<file path="src/rtl/bulls_cows_game_ctrl.sv">
// Two-player Bulls & Cows sequencer: secret entry, alternating guesses, scoring,
// invalid-entry error hold and winner detection. Emits abstract status only.
module bulls_cows_game_ctrl #(
  parameter int ERR_CYCLES = 100_000_000,
  parameter int MAX_DIGIT  = 9
) (
  input  logic        clock,
  input  logic        reset,
  input  logic        confirma,
  input  logic [15:0] SW,
  output logic [2:0]  state_o,
  output logic        player_o,
  output logic [2:0]  bulls_o,
  output logic [2:0]  cows_o,
  output logic        err_o,
  output logic        win_o,
  output logic        winner_o,
  output logic [15:0] LED
);

  localparam int CW = (ERR_CYCLES > 1) ? $clog2(ERR_CYCLES) : 1;
  localparam logic [3:0]    MAX_NIB  = 4'(MAX_DIGIT);
  localparam logic [CW-1:0] ERR_LOAD = CW'(ERR_CYCLES - 1);

  typedef enum logic [2:0] {
    S_SET_J1   = 3'd0,
    S_SET_J2   = 3'd1,
    S_GUESS_J1 = 3'd2,
    S_GUESS_J2 = 3'd3,
    S_ERROR    = 3'd4,
    S_WIN      = 3'd5
  } state_t;

  state_t        state_q, state_n, ret_q, ret_n;
  logic [15:0]   sec1_q, sec1_n, sec2_q, sec2_n;
  logic [CW-1:0] cnt_q, cnt_n;
  logic [2:0]    bulls_q, bulls_n, cows_q, cows_n;
  logic          winner_q, winner_n;
  logic          confirma_q, press_q;
  logic [15:0]   led_q;
  logic          sw_valid;
  logic [15:0]   cmp_sec;
  logic [2:0]    g_bulls, g_cows;

  function automatic logic entry_valid(input logic [15:0] v);
    logic ok;
    ok = 1'b1;
    for (int i = 0; i < 4; i++) begin
      if (v[4*i +: 4] > MAX_NIB) ok = 1'b0;
      for (int j = i + 1; j < 4; j++)
        if (v[4*i +: 4] == v[4*j +: 4]) ok = 1'b0;
    end
    return ok;
  endfunction

  function automatic logic [15:0] therm(input logic [2:0] b, input logic [2:0] c);
    logic [15:0] l;
    l = '0;
    for (int i = 0; i < 4; i++) begin
      l[15-i] = (3'(i) < b);
      l[i]    = (3'(i) < c);
    end
    return l;
  endfunction

  assign sw_valid = entry_valid(SW);
  // Each player guesses the opponent's secret.
  assign cmp_sec  = (state_q == S_GUESS_J1) ? sec2_q : sec1_q;

  always_comb begin
    g_bulls = '0;
    g_cows  = '0;
    for (int i = 0; i < 4; i++)
      for (int j = 0; j < 4; j++)
        if (SW[4*i +: 4] == cmp_sec[4*j +: 4]) begin
          if (i == j) g_bulls = g_bulls + 3'd1;
          else        g_cows  = g_cows + 3'd1;
        end
  end

  always_comb begin
    state_n  = state_q;
    ret_n    = ret_q;
    sec1_n   = sec1_q;
    sec2_n   = sec2_q;
    cnt_n    = cnt_q;
    bulls_n  = bulls_q;
    cows_n   = cows_q;
    winner_n = winner_q;
    case (state_q)
      S_SET_J1, S_SET_J2: begin
        if (press_q) begin
          if (sw_valid) begin
            if (state_q == S_SET_J1) begin
              sec1_n  = SW;
              state_n = S_SET_J2;
            end else begin
              sec2_n  = SW;
              state_n = S_GUESS_J1;
            end
          end else begin
            ret_n   = state_q;
            cnt_n   = ERR_LOAD;
            state_n = S_ERROR;
          end
        end
      end
      S_GUESS_J1, S_GUESS_J2: begin
        if (press_q) begin
          if (sw_valid) begin
            bulls_n = g_bulls;
            cows_n  = g_cows;
            if (g_bulls == 3'd4) begin
              winner_n = (state_q == S_GUESS_J2);
              state_n  = S_WIN;
            end else begin
              state_n = (state_q == S_GUESS_J1) ? S_GUESS_J2 : S_GUESS_J1;
            end
          end else begin
            ret_n   = state_q;
            cnt_n   = ERR_LOAD;
            state_n = S_ERROR;
          end
        end
      end
      S_ERROR: begin
        if (cnt_q == '0) state_n = ret_q;
        else             cnt_n   = cnt_q - 1'b1;
      end
      S_WIN:   state_n = S_WIN;
      default: state_n = S_SET_J1;
    endcase
  end

  always_ff @(posedge clock) begin
    if (reset) begin
      state_q    <= S_SET_J1;
      ret_q      <= S_SET_J1;
      sec1_q     <= '0;
      sec2_q     <= '0;
      cnt_q      <= '0;
      bulls_q    <= '0;
      cows_q     <= '0;
      winner_q   <= 1'b0;
      confirma_q <= confirma;  // a button held through reset is not a press
      press_q    <= 1'b0;
      led_q      <= '0;
    end else begin
      state_q    <= state_n;
      ret_q      <= ret_n;
      sec1_q     <= sec1_n;
      sec2_q     <= sec2_n;
      cnt_q      <= cnt_n;
      bulls_q    <= bulls_n;
      cows_q     <= cows_n;
      winner_q   <= winner_n;
      confirma_q <= confirma;
      press_q    <= confirma & ~confirma_q;
      led_q      <= therm(bulls_n, cows_n);
    end
  end

  // Player shown in ERROR is the one whose entry was rejected.
  always_comb begin
    player_o = 1'b0;
    case (state_q)
      S_SET_J2, S_GUESS_J2: player_o = 1'b1;
      S_ERROR:              player_o = (ret_q == S_SET_J2) || (ret_q == S_GUESS_J2);
      S_WIN:                player_o = winner_q;
      default:              player_o = 1'b0;
    endcase
  end

  assign state_o  = state_q;
  assign bulls_o  = bulls_q;
  assign cows_o   = cows_q;
  assign err_o    = (state_q == S_ERROR);
  assign win_o    = (state_q == S_WIN);
  assign winner_o = winner_q;
  assign LED      = led_q;

endmodule

</file>
<file path="config.mk">
export PLATFORM = sky130hd
export DESIGN_NAME = bulls_cows_game_ctrl
export DESIGN_NICKNAME = d
export VERILOG_FILES = /design/src/rtl/bulls_cows_game_ctrl.sv
export SDC_FILE = /design/constraint.sdc
export NUM_CORES = 1
export LEC_CHECK = 0
export BUFFER_PORTS_ARGS = -buffer_cell sky130_fd_sc_hd__buf_2
export CAP_MARGIN = 20
export CORE_MARGIN = 8
export CORE_UTILIZATION = 45
export DETAILED_ROUTE_END_ITERATION = 7
export HOLD_SLACK_MARGIN = 0.08
export SLEW_MARGIN = 10
export SYNTH_ARGS = -nofsm -noshare
export SYNTH_HDL_FRONTEND = slang
export SYNTH_SLANG_ARGS = --single-unit
</file>
<file path="constraint.sdc">
create_clock -name clock -period 23.8 [get_ports clock]
set_clock_uncertainty 0.1 [all_clocks]
set_input_delay 2.38 -clock clock [delete_from_list [all_inputs] [get_ports clock]]
set_output_delay 2.38 -clock clock [all_outputs]
set_load 0.005 [all_outputs]
</file>
Word level (Yosys, flattened, before mapping)
Cells that the tools add are included.
{"block": "classes", "add_sub_neg": 15, "n_lt_le_gt_ge": 12, "n_eq_ne": 36, "n_mux": 47, "n_bitwise": 4, "reduce_logical": 14}
{"cell": "$eq A4 B4 Y1", "count": 22}
{"cell": "$mux W27", "count": 3}
{"cell": "$mux W3", "count": 26}
{"cell": "$pmux W27 S2", "count": 1}
{"cell": "$add A3 B1 Y3 const B", "count": 14}
{"cell": "$logic_not A27 Y1", "count": 1}
{"cell": "$sub A27 B1 Y27 const B", "count": 1}
{"cell": "$gt A4 B4 Y1 const B", "count": 4}
{"cell": "$mux W16", "count": 1}
{"cell": "$reduce_and A4 Y1", "count": 4}
{"cell": "$mux W1", "count": 13}
{"cell": "$lt A1 B3 Y1 const A", "count": 4}
{"cell": "$lt A2 B3 Y1 const A", "count": 4}
{"cell": "$pmux W3 S4", "count": 1}
{"cell": "$eq A3 B2 Y1 const B", "count": 3}
{"cell": "$eq A3 B3 Y1 const B", "count": 3}
{"cell": "$ne A2 B2 Y1 const B", "count": 4}
{"cell": "$eq A3 B1 Y1 const B", "count": 2}
{"cell": "$reduce_and A3 Y1", "count": 2}
{"cell": "$reduce_or A2 Y1", "count": 3}
{"cell": "$ne A2 B1 Y1 const B", "count": 2}
{"cell": "$reduce_or A4 Y1", "count": 1}
{"cell": "$logic_not A3 Y1", "count": 1}
{"cell": "$not A1 Y1", "count": 3}
{"cell": "other kinds (5)", "count": 5}
{"block": "word_totals", "register_bits": 90, "input_bits": 19, "out_inout_bits": 29, "word_cells": 140}

Depth between registers and ports, before layout
Gate-level depths: netlist of the first run.
{"block": "logic_depth", "depth_word": 30, "depth_mapped": 37, "ltp_nobuf": 33}

Worst setup path after synthesis of the first run
OpenSTA, ideal clock, no wires.
{"block": "synth_path", "path_type": "in2reg", "start": "input SW[0]", "end": "register led_q[0], in the netlist LED[0]", "setup_time_ps": 79, "arrival_time_ps": 9328, "t_required_ps": 23621, "setup_slack_ps": 14293, "stages": 31, "n_path_buf": 1, "path_cell_list": "buf_1 > xnor2_1 > or4_1 > inv_1 > ha_1 > xor2_1 > ha_1 > mux2_2 > ha_1 > inv_1 > a21boi_0 > ha_1 > a22o_1 > ha_1 > mux2_2 > ha_1 > mux2_2 > ha_1 > inv_1 > a32oi_1 > a31o_2 > ha_1 > mux2_2 > ha_1 > mux2_2 > ha_1 > nand2_1 > xor3_1 > xnor3_1 > a211o_1 > o211ai_1"}
{"block": "synth_via", "elab_chain_len": 28, "elab_cells_between_ends": 44, "classes_between": "add/sub: 11; order compare: 2; eq/ne: 6; mux: 25"}
{"item": "start: declaration", "line_no": "10", "rtl": "input logic [15:0] SW,"}
{"item": "$eq A4 B4 Y1", "line_no": "75", "rtl": "if (SW[4*i +: 4] == cmp_sec[4*j +: 4]) begin"}
{"item": "$mux W1", "line_no": "75"}
{"item": "$add A3 B1 Y3", "line_no": "77", "rtl": "else g_cows = g_cows + 3'd1;"}
{"item": "$mux W3", "line_no": "75"}
{"item": "$add A3 B1 Y3", "line_no": "77"}
{"item": "$mux W3", "line_no": "75"}
{"item": "$add A3 B1 Y3", "line_no": "77"}
{"item": "$mux W3", "line_no": "75"}
{"item": "[12 not listed]"}
{"item": "$add A3 B1 Y3", "line_no": "77"}
{"item": "$mux W3", "line_no": "75"}
{"item": "$add A3 B1 Y3", "line_no": "77"}
{"item": "$mux W3", "line_no": "75"}
{"item": "$mux W3 *", "line_no": "110", "rtl": "if (sw_valid) begin"}
{"item": "$mux W3 *", "line_no": "109", "rtl": "if (press_q) begin"}
{"item": "$mux W3 *", "line_no": "90", "rtl": "case (state_q)"}
{"item": "$lt A1 B3 Y1 *", "line_no": "61", "rtl": "l[i] = (3'(i) < c);"}
{"item": "end signal: assignment", "line_no": "159", "rtl": "led_q <= therm(bulls_n, cows_n);"}
{"item": "end: declaration", "line_no": "40", "rtl": "logic [15:0] led_q;"}
Every way passes the cells marked *; elsewhere a longest branch is shown, timed or not.
A chain may end at the register's enable or synchronous reset.

Final worst setup path of the first run
Same ends and word-level chain as after synthesis.

==> flow_summary_export.csv, run 1 <==
group,metric,value,unit
critical_path,path_buf_inv,4,
layout,nets,737,
floorplan,core_area,12570,um^2
clocking,clock_sinks,80,
flow_run,maxCapViolCount,0,
routing,drt_iter0_markers,348,
layout,multi_input_area,3777,um^2
critical_path,slowest_stage,"or4_1",
sta,final-setup-viol-count,0,
layout,regArea,1602,um^2
layout,drive_above_1_share,0.1243,
layout,final_common_cell,"nor2_1",
power,leakage,0.002561,uW
routing,wl_per_cell,17.42,um
sta,period_share,0.3999,
placed_design,preCtsSetupSlack,13950,ps
floorplan,io_pins,48,
global_routing,antenna_found_initial,1,
floorplan,design.die.area,16710,um^2
sta,worst_slew_margin_rel,0.2597,
critical_path,worstPathMaxFanout,11,
routing,via_per_inst,5.682,
sta,rsz0062_at_grt,"no",
routing,antenna_left,0,
clocking,cts-resized-gates,0,
logic_synthesis,ys_warn_count,0,
global_routing,grt_max_degree,70,
sta,tightest_slew,1108,ps
sta,fin_ws,14280,ps
clocking,ctsHoldBuffers,0,
clocking,cts.clk_slew.worst_paths,60,ps
placed_design,gp_congestion,0.8560,
clocking,ctsRootBufferMaster,"clkbuf_16",
clocking,numCtsBuffers,9,
floorplan,fp.dieH,129.3,um
layout,antenna_cells,0,
global_routing,track_usage,0.1859,
floorplan,rows,41,
clocking,cts_tree,"done",
power,peakVddDrop,0.04011,mV
clocking,clock_path_buffers,2,
routing,drtPass1Iterations,7,
critical_path,cp_common_cell,"ha_1",
global_routing,grt_overflow,0,
critical_path,end_kind,"flip-flop",
logic_synthesis,yosysSeqAreaShare,0.2774,
logic_synthesis,postSynthAreaPerCell,8.307,um^2
floorplan,start_util,0.4593,
sta,slew_violations,0,
status,status,"finished clean",
layout,fill_cells,1185,
routing,drc_errors,0,
layout,syn_to_final_growth,8.409,%
min_path,hp-class,"reg -> reg",
power,power_density,56.77,nW/um^2
logic_synthesis,syn-cell-area,5773,um^2
critical_path,cp.arrival,9680,ps
clocking,clock_latency,350,ps
critical_path,r2r_slack,14900,ps
critical_path,rr_startpoint,"state_o[0]",
routing,routed_wl,15.33,mm
logic_synthesis,synthTopCellsByArea,"dfxtp_1 28%, xnor2_1 13%, nor2_1 6.1%",
logic_synthesis,async_reset_ff_frac,0,
logic_synthesis,ys_ff_latch,80,
critical_path,reg2reg_depth,33,
min_path,min_delay_path_depth,1,
critical_path,worstSetupStartpointType,"input port",
sta,min_period,9518,ps
sta,fin_tns_setup,0,ps
min_path,hold_path_end,"press_q",
global_routing,grt_pass1_wl,24.52,mm
clocking,htree_levels,3,
sta,finalHoldViolCount,0,
critical_path,path_class,"in -> reg",
critical_path,required,23970,ps
logic_synthesis,yosysTopAreaCell,"dfxtp_1",
logic_synthesis,ys_types,73,
critical_path,max_stage_delay,570,ps
logic_synthesis,ys.flop_type,"dfxtp_1",
logic_synthesis,synth_edf_count,0,
global_routing,grt_pass1_vias,4780,
clocking,cts_setup_buffers,0,
critical_path,r2r_end,"LED[0]",
floorplan,die_width,129.3,um
logic_synthesis,synthCells,695,
placed_design,dp_hpwl,10.73,mm
logic_synthesis,yosysTopAreaCellShare,0.2774,
sta,fmax,0.1051,GHz
min_path,hold_start,"confirma_q",
placed_design,port-buffer-count,39,
sta,holdWs,324.2,ps
critical_path,crit_family,"adder cells",
layout,final_cell_mix,"94 x nor2_1, 85 x xnor2_1, 80 x dfxtp_1",
critical_path,cp-startpoint,"SW[0]",
routing,dr_total_vias,5000,
-- synthesized netlist by cell type, types with 9 or more instances --
cell      instances
ha_1             15
nor2_1           94
o21ai_0          13
inv_1            39
nand2_1          26
clkbuf_1         32
xor2_1           31
buf_4            11
nand3_1           9
mux2i_1          32
nor4_1           10
dfxtp_1          80
a21oi_1          48
nor2b_1          10
xnor2_1          85
nor3_1           19
-- cells by family after synthesis --
kind of cell	Yosys count	synth area share
xor+xnor	123	0.2007
flops	80	0.2774
other cells	1	0.0006496
mux	41	0.07781
compound gates	128	0.1528
buf+inv	93	0.07282
simple gates	214	0.1853
fa+ha+maj	15	0.03251
-- area by class of cell --
| type | count | area share |
|---|---|---|
| inverters | 39 | 0.02339 |
| flip-flops and latches | 80 | 0.2559 |
| clock inverters | 6 | 0.007797 |
| multi-input cells | 529 | 0.6036 |
| repair buffers | 44 | 0.03679 |
| well taps | 172 | 0.03439 |
| clock buffers | 10 | 0.03818 |
-- registers in the layout, summed over array words and instances, names as in the netlist --
| signal | cells |
|---|---|
| LED | 8 |
| bulls_o | 2 |
| cnt_q | 27 |
| confirma_q | 1 |
| cows_o | 2 |
| press_q | 1 |
| ret_q | 3 |
| sec1_q | 16 |
| sec2_q | 16 |
| state_o | 3 |
| winner_o | 1 |
-- through the flow --
| stage | instances | instance area [um^2] | util | power, uW |
|---|---|---|---|---|
| 4_1_cts | 879 | 6254 | 0.4976 | 358.4 |
| 3_5_place_dp | 863 | 5966 | 0.4747 | 222.3 |
| 6_report | 880 | 6259 | 0.4980 | 355.3 |
| 2_1_floorplan | 702 | 5799 | - | 207.6 |
| 3_3_place_gp | 863 | 5966 | 0.4747 | 219.6 |
| 5_1_grt | 880 | 6259 | 0.4980 | 373.8 |
-- metal layers --
| layer | up-vias | track usage | wire length (um) |
|---|---|---|---|
| met3 | 43 | 0.05341 | 1027 |
| li1 | 2405 | - | - |
| met1 | 2381 | 0.2266 | 6733 |
| met5 | - | 0 | 12 |
| met4 | 2 | 0.08500 | 479 |
| met2 | 169 | 0.2972 | 7076 |
-- power breakdown --
part	internal [uW]	switching, uW
combinational	32.2	42.8
clock	74.8	60.3
sequential	140	5.60
-- worst max-delay path by stage --
stage	to	slack, ps	depth (start not counted)
final	LED[0]	14280	31
after global routing	LED[0]	14050	31
after CTS	LED[0]	14300	31
after detailed placement	LED[0]	13950	31
after global placement	LED[0]	14240	31
after floorplan	LED[0]	14290	31
Note: power is estimated with default switching activity, not from simulation.
==> inputs of run 2 (changes only) <==
Settings changed: PLACE_DENSITY from default to 0.65.
Clock period 23.8 ns to 8.5 ns, I/O delays scaled along.
==> run 2 against run 1 <==
  * Worst hold slack got worse by 28 ps
  * Die area did not move
  * Via count up 0.86%
  * Register-to-register slack worse by 15000 ps
  * Combinational power grew to 2.9 times the previous value
  * Cell count is 1.4% higher
  * Critical path type is now reg -> reg
  * Largest cell class unchanged
  * Highest routed layer is now met4
==> flow_summary_export.csv, run 2 (synthesized netlist as in run 1, its figures left out) <==
group,metric,value,unit
placed_design,postPlaceCellArea,6041,um^2
layout,finalInstanceArea,6464,um^2
routing,top_layer,"met4",
status,status,"finished clean",
layout,final_cell_mix,"94 x nor2_1, 85 x xnor2_1, 80 x dfxtp_1",
critical_path,cp_common_cell,"ha_1",
critical_path,cp.arrival,8320,ps
layout,final_common_cell,"nor2_1",
clocking,cts.clk_slew.worst_paths,60,ps
routing,drtPass1Iterations,5,
layout,fill_cells,1188,
clocking,htree_levels,3,
floorplan,io_pins,48,
critical_path,worstPathMaxFanout,5,
min_path,hold_start,"confirma_q",
power,total_power,990.8,uW
sta,slew_violations,0,
critical_path,slowest_stage,"or4_4",
layout,reg_top3,"cnt_q x27, sec1_q x16, sec2_q x16",
global_routing,grt_pass1_wl,24.58,mm
placed_design,port-buffer-count,39,
global_routing,grt_overflow,0,
critical_path,end_kind,"flip-flop",
critical_path,cp-startpoint,"state_o[2]",
sta,fmax,0.1227,GHz
clocking,clock_latency,340,ps
clocking,cts_tree,"done",
clocking,clock_sinks,80,
routing,antenna_left,0,
global_routing,grt_pass1_vias,4821,
power,power_density,153.3,nW/um^2
layout,largest_reg_flops,27,
min_path,min_delay_path_depth,1,
placed_design,dp_hpwl,10.92,mm
critical_path,path_class,"reg -> reg",
routing,dr_wl_met3,1.088,mm
flow_run,maxCapViolCount,0,
sta,finalHoldViolCount,0,
layout,antenna_cells,0,
floorplan,rows,41,
global_routing,track_usage,0.1851,
routing,routed_wl,15.29,mm
critical_path,r2r_end,"LED[0]",
global_routing,grt_max_degree,70,
sta,min_period,8151,ps
sta,period_share,0.9589,
routing,drt_iter0_markers,324,
critical_path,required,8670,ps
min_path,hold_path_end,"press_q",
critical_path,crit_family,"adder cells",
floorplan,die_width,129.3,um
power,peakVddDrop,0.09798,mV
sta,final-setup-viol-count,0,
placed_design,gp_congestion,0.9052,
floorplan,fp.dieH,129.3,um
sta,rsz0062_at_grt,"no",
global_routing,antenna_found_initial,0,
critical_path,path_buf_inv,4,
placed_design,preCtsSetupSlack,107.0,ps
layout,regMostFlops,"cnt_q",
routing,met2_length,7.229,mm
clocking,clock_path_buffers,2,
sta,worst_slew_margin_rel,0.2867,
routing,drt-met1-wl,6.422,mm
layout,fin_util,0.5143,
sta,fin_tns_setup,0,ps
floorplan,start_util,0.4593,
critical_path,rr_startpoint,"state_o[2]",
clocking,numCtsBuffers,9,
power,leakage,0.002607,uW
routing,dr_total_vias,5043,
sta,fin_ws,349.0,ps
layout,drive_above_1_share,0.1542,
routing,via_per_inst,5.654,
critical_path,max_stage_delay,500,ps
routing,drc_errors,0,
critical_path,worstSetupStartpointType,"flip-flop",
routing,wl_per_cell,17.15,um
layout,syn_to_final_growth,11.96,%
floorplan,core_area,12570,um^2
clocking,ctsHoldBuffers,0,
floorplan,design.die.area,16710,um^2
critical_path,r2r_slack,350,ps
layout,nets,749,
critical_path,reg2reg_depth,33,
clocking,ctsRootBufferMaster,"clkbuf_16",
min_path,hp-class,"reg -> reg",
sta,tightest_slew,1062,ps
-- run 2: cell types whose count changed in the layout (fill, tap and decap cells not counted), sizes merged --
| cell | previous run | this run |
|---|---|---|
| clkbuf | 11 | 9 |
| clkinvlp | 2 | 1 |
| clkinv | 1 | 3 |
| buf | 43 | 56 |
-- run 2: worst max-delay path by stage --
stage,end,slack [ps],depth (start not counted)
after floorplan,LED[0],250,36
after global placement,LED[0],390,33
after detailed placement,LED[0],110,33
after CTS,LED[0],70,33
after global routing,LED[0],6,33
final,LED[0],350,33
-- run 2: timing repair --
action / 4_1_cts / 5_1_grt
setup endpoints to repair: 0 / 4
resized for setup: 0 / 19
setup buffers: 0 / 2
-- run 2: final cells by class --
cell class	instances	area, um^2	area share
Multi-Input combinational cell	529	3864	0.5978
Sequential cell	80	1602	0.2478
Clock inverter	7	52.55	0.008130
Clock buffer	9	225.2	0.03484
Inverter	39	146.4	0.02265
Timing Repair Buffer	56	359.1	0.05556
Tap cell	172	215.2	0.03329
-- run 2: metrics by stage --
step                      hold slack, ps  cells
after CTS                          301.9    889
after global routing               306.1    892
after detailed placement           292.1    873
final                              295.9    892
after global placement             279.1    873
after floorplan                    272.9    702
-- run 2: where the power goes --
part	total, uW	switching [uW]	internal, uW
registers	406	15.2	391
logic	216	122	93.9
clock network	369	168	200
total	991	305	685
-- run 2: per-layer routing --
layer / vias up / track usage
met3: 44 / 0.03410
met1: 2382 / 0.2247
met5: - / 0
met2: 181 / 0.3027
li1: 2436 / -
met4: 0 / 0.1044
